--- src/rtl/settle_timer.sv ---
// rtl/settle_timer.sv - Down-counter that flags the last cycle of the settle window.
module settle_timer (
   input  logic       clk,
   input  logic       rst,
   input  logic       load,
   input  logic       enable,
   input  logic [7:0] count_value,
   output logic       expired
);
   logic [7:0] cnt;

   always_ff @(posedge clk or posedge rst) begin
      if (rst) begin
         cnt <= 8'd0;
      end else if (load) begin
         cnt <= count_value;
      end else if (enable && cnt != 8'd0) begin
         cnt <= cnt - 8'd1;
      end
   end

   // High during the final settle cycle, so the window lasts exactly count_value cycles.
   assign expired = (cnt <= 8'd1);
endmodule

--- config.mk ---
export PLATFORM = sky130hd
export DESIGN_NAME = settle_timer
export DESIGN_NICKNAME = d
export VERILOG_FILES = /design/src/rtl/settle_timer.sv
export SDC_FILE = /design/constraint.sdc
export NUM_CORES = 1
export LEC_CHECK = 0
export ABC_AREA = 1
export ABC_CLOCK_PERIOD_IN_PS = 4100
export BUFFER_PORTS_ARGS = -buffer_cell sky130_fd_sc_hd__buf_2
export CORE_MARGIN = 10
export CORE_UTILIZATION = 25
export DETAILED_ROUTE_END_ITERATION = 8
export PLACE_DENSITY = 0.46
export SLEW_MARGIN = 15
export SYNTH_ARGS = -nofsm -noshare
export SYNTH_HDL_FRONTEND = slang
export SYNTH_SLANG_ARGS = --single-unit
--- constraint.sdc ---
create_clock -name clk -period 4.1 [get_ports clk]
set_clock_uncertainty 0.05 [all_clocks]
set_input_delay 1.23 -clock clk [delete_from_list [all_inputs] [get_ports clk]]
set_output_delay 1.23 -clock clk [all_outputs]
set_load 0.05 [all_outputs]
==> results.json <==
{
  "slew_headroom_pct": 76.9,
  "rows": 18,
  "endpoint_kind": "primary output",
  "core-area_sq_mm": 0.00243,
  "dpl_worst_slack_ps": 1450,
  "root_buffer": "clkbuf_4",
  "syn_avg_cell_area_sq_um": 6.92,
  "async_reset_ff_share_pct": 100,
  "fmax_ghz": 0.343,
  "slew_violations": 0,
  "drive_gt1_share_pct": 26.0,
  "finalHoldViolCount": 0,
  "setup_viol": 0,
  "num_io_pins": 13,
  "path_class": "flop to primary output",
  "critPathMaxFanout": 7,
  "cts_setup_buffers": 0,
  "viasPerCell": 4.50,
  "setup_slack_ps": 1190,
  "cp_data_required_time_ps": 2820,
  "path_clk_slew_ps": 60,
  "drc": 0,
  "drt_iter0_markers": 22,
  "cp-start-kind": "flop",
  "yosys_most_used_dff": "dfrtp_1",
  "seq_area_sq_um": 200,
  "synthCells": 91,
  "synth_commonest_cells": "nand2_1 (28), nand3_1 (12), inv_1 (10)",
  "largestRegisters": "cnt: 8 flops",
  "multi_input_area_sq_um": 377,
  "clockBufferDepth": 2,
  "hold_path.class": "flop to flop",
  "die_w_um": 70.2,
  "largest_register_ffs": 8,
  "stdcell_count": 134,
  "n_antenna_cell": 0,
  "arrival_ps": 1630,
  "antenna_found_initial": 0,
  "yosysMostFrequentCell": "nand2_1",
  "fillers": 278,
  "cts_buffers": 3,
  "ys_top_cells_by_area": "dfrtp_1 (32%), nand2_1 (17%), nand3_1 (9.5%)",
  "synth_cell_types": 18,
  "synthesis.area_sq_um": 629,
  "grt_pass1_vias": 648,
  "clk_latency_ps": 260,
  "syn_nets": 106,
  "initial_utilization_pct": 25.9,
  "top_register": "cnt",
  "synth_edf_count": 0,
  "dr.pass1.iters": 4,
  "r2r_slack_ps": 2470,
  "fp.dieH_um": 70.2,
  "hpwl_um": 1210,
  "min_period_ps": 2910,
  "track_usage_pct": 6.85,
  "finalCritPeriodShare_pct": 71.1,
  "rsz0062_at_grt": "no",
  "yosysTopAreaCell": "dfrtp_1",
  "cts_resized": 0,
  "area_delta_synth_final_pct": 16.7,
  "powerDensity_mw_per_mm2": 356,
  "cts_tree": "built",
  "synth_warnings": 0,
  "wl_um": 1520,
  "cap_viol_max_count": 0,
  "p_leak_nw": 0.376,
  "ys_ff_latch": 8,
  "cts_sinks": 8,
  "grt_pass1_wl_um": 2800,
  "place_inst": 131,
  "dieArea_sq_mm": 0.00492,
  "final_util_pct": 30.2,
  "yosysSeqAreaShare_pct": 31.8,
  "peakVddDrop_mv": 0.0831,
  "fin_nets": 121,
  "cts-htree-levels": 1,
  "finalWeightedCongestion": 0.815,
  "finalSetupTns_ps": 0,
  "synth_top_area_share_pct": 31.8,
  "worst_slew_pin_slew_ps": 345,
  "status": "completed",
  "ctsHoldBuffers": 0,
  "vias": 603,
  "port_buffers": 12,
  "grt_max_degree": 12,
  "final_antenna_net_count": 0,
  "overflow": 0,
  "wire_per_inst_um": 11.3
}
==> logic make-up after synthesis <==
logic type	after synthesis	synth area share, %
compound gates	10	10.9
xor+xnor	1	1.39
fa+ha+maj	3	5.96
buf+inv	12	8.35
flops	8	31.8
simple gates	57	41.6
==> metal layers <==
| layer | wire [um] | vias up | GRT usage, % |
|---|---|---|---|
| met4 | 61 | 0 | 5.26 |
| met3 | 56 | 4 | 1.69 |
| met5 | 0 | - | 0 |
| met2 | 730 | 9 | 11.3 |
| met1 | 670 | 270 | 7.33 |
| li1 | - | 320 | - |
==> final timing paths <==
check                          end    from  cells past startpoint
min in group asynchronous   cnt[6]     rst                      2
hold / removal              cnt[4]  cnt[4]                      2
hold reg to reg             cnt[4]  cnt[4]                      2
setup / recovery           expired  cnt[0]                      5
max in group asynchronous   cnt[3]     rst                      2
setup reg to reg            cnt[4]  cnt[0]                      8
==> critical path, cell delays in order (launching register included) <==
cell and delay, ps:
dfrtp_1 400, inv_1 190, ha_1 300, o21ai_0 120, nor2_1 90, buf_2 260
==> layout by cell type, fill, tap and decap left out <==
cell type,n
nand2_2,2
nor2_4,1
buf_2,12
nand4_1,2
nand3_1,12
o21ai_0,5
nor3_1,1
xnor2_1,1
ha_1,3
nor2_1,7
nand2_1,28
inv_1,10
or2_2,2
dfrtp_1,8
clkbuf_4,3
nand3_2,1
o21ai_2,5
nor2_2,1
==> report_power, final <==
part | internal [mW] | total [mW] | switching, mW
clock network | 0.0338 | 0.0650 | 0.0312
logic | 0.0341 | 0.0890 | 0.0549
registers | 0.0916 | 0.107 | 0.0156
total | 0.159 | 0.261 | 0.102
==> stage by stage <==
| stage | cell area (sq um) | hold WS [ps] | power [mW] |
|---|---|---|---|
| 5_1_grt | 734 | 548 | 0.289 |
| 6_report | 734 | 505 | 0.261 |
| 3_3_place_gp | 712 | 494 | 0.199 |
| 3_5_place_dp | 712 | 500 | 0.199 |
| 4_1_cts | 734 | 515 | 0.265 |
| 2_1_floorplan | 629 | 458 | 0.178 |
==> final cells by class <==
class / count / share of cell area [%]
Tap cell: 30 / 5.11
Multi-Input combinational cell: 71 / 51.3
Timing Repair Buffer: 12 / 8.18
Inverter: 10 / 5.11
Sequential cell: 8 / 27.3
Clock buffer: 3 / 3.07
Power figures use the tool's default switching activity.
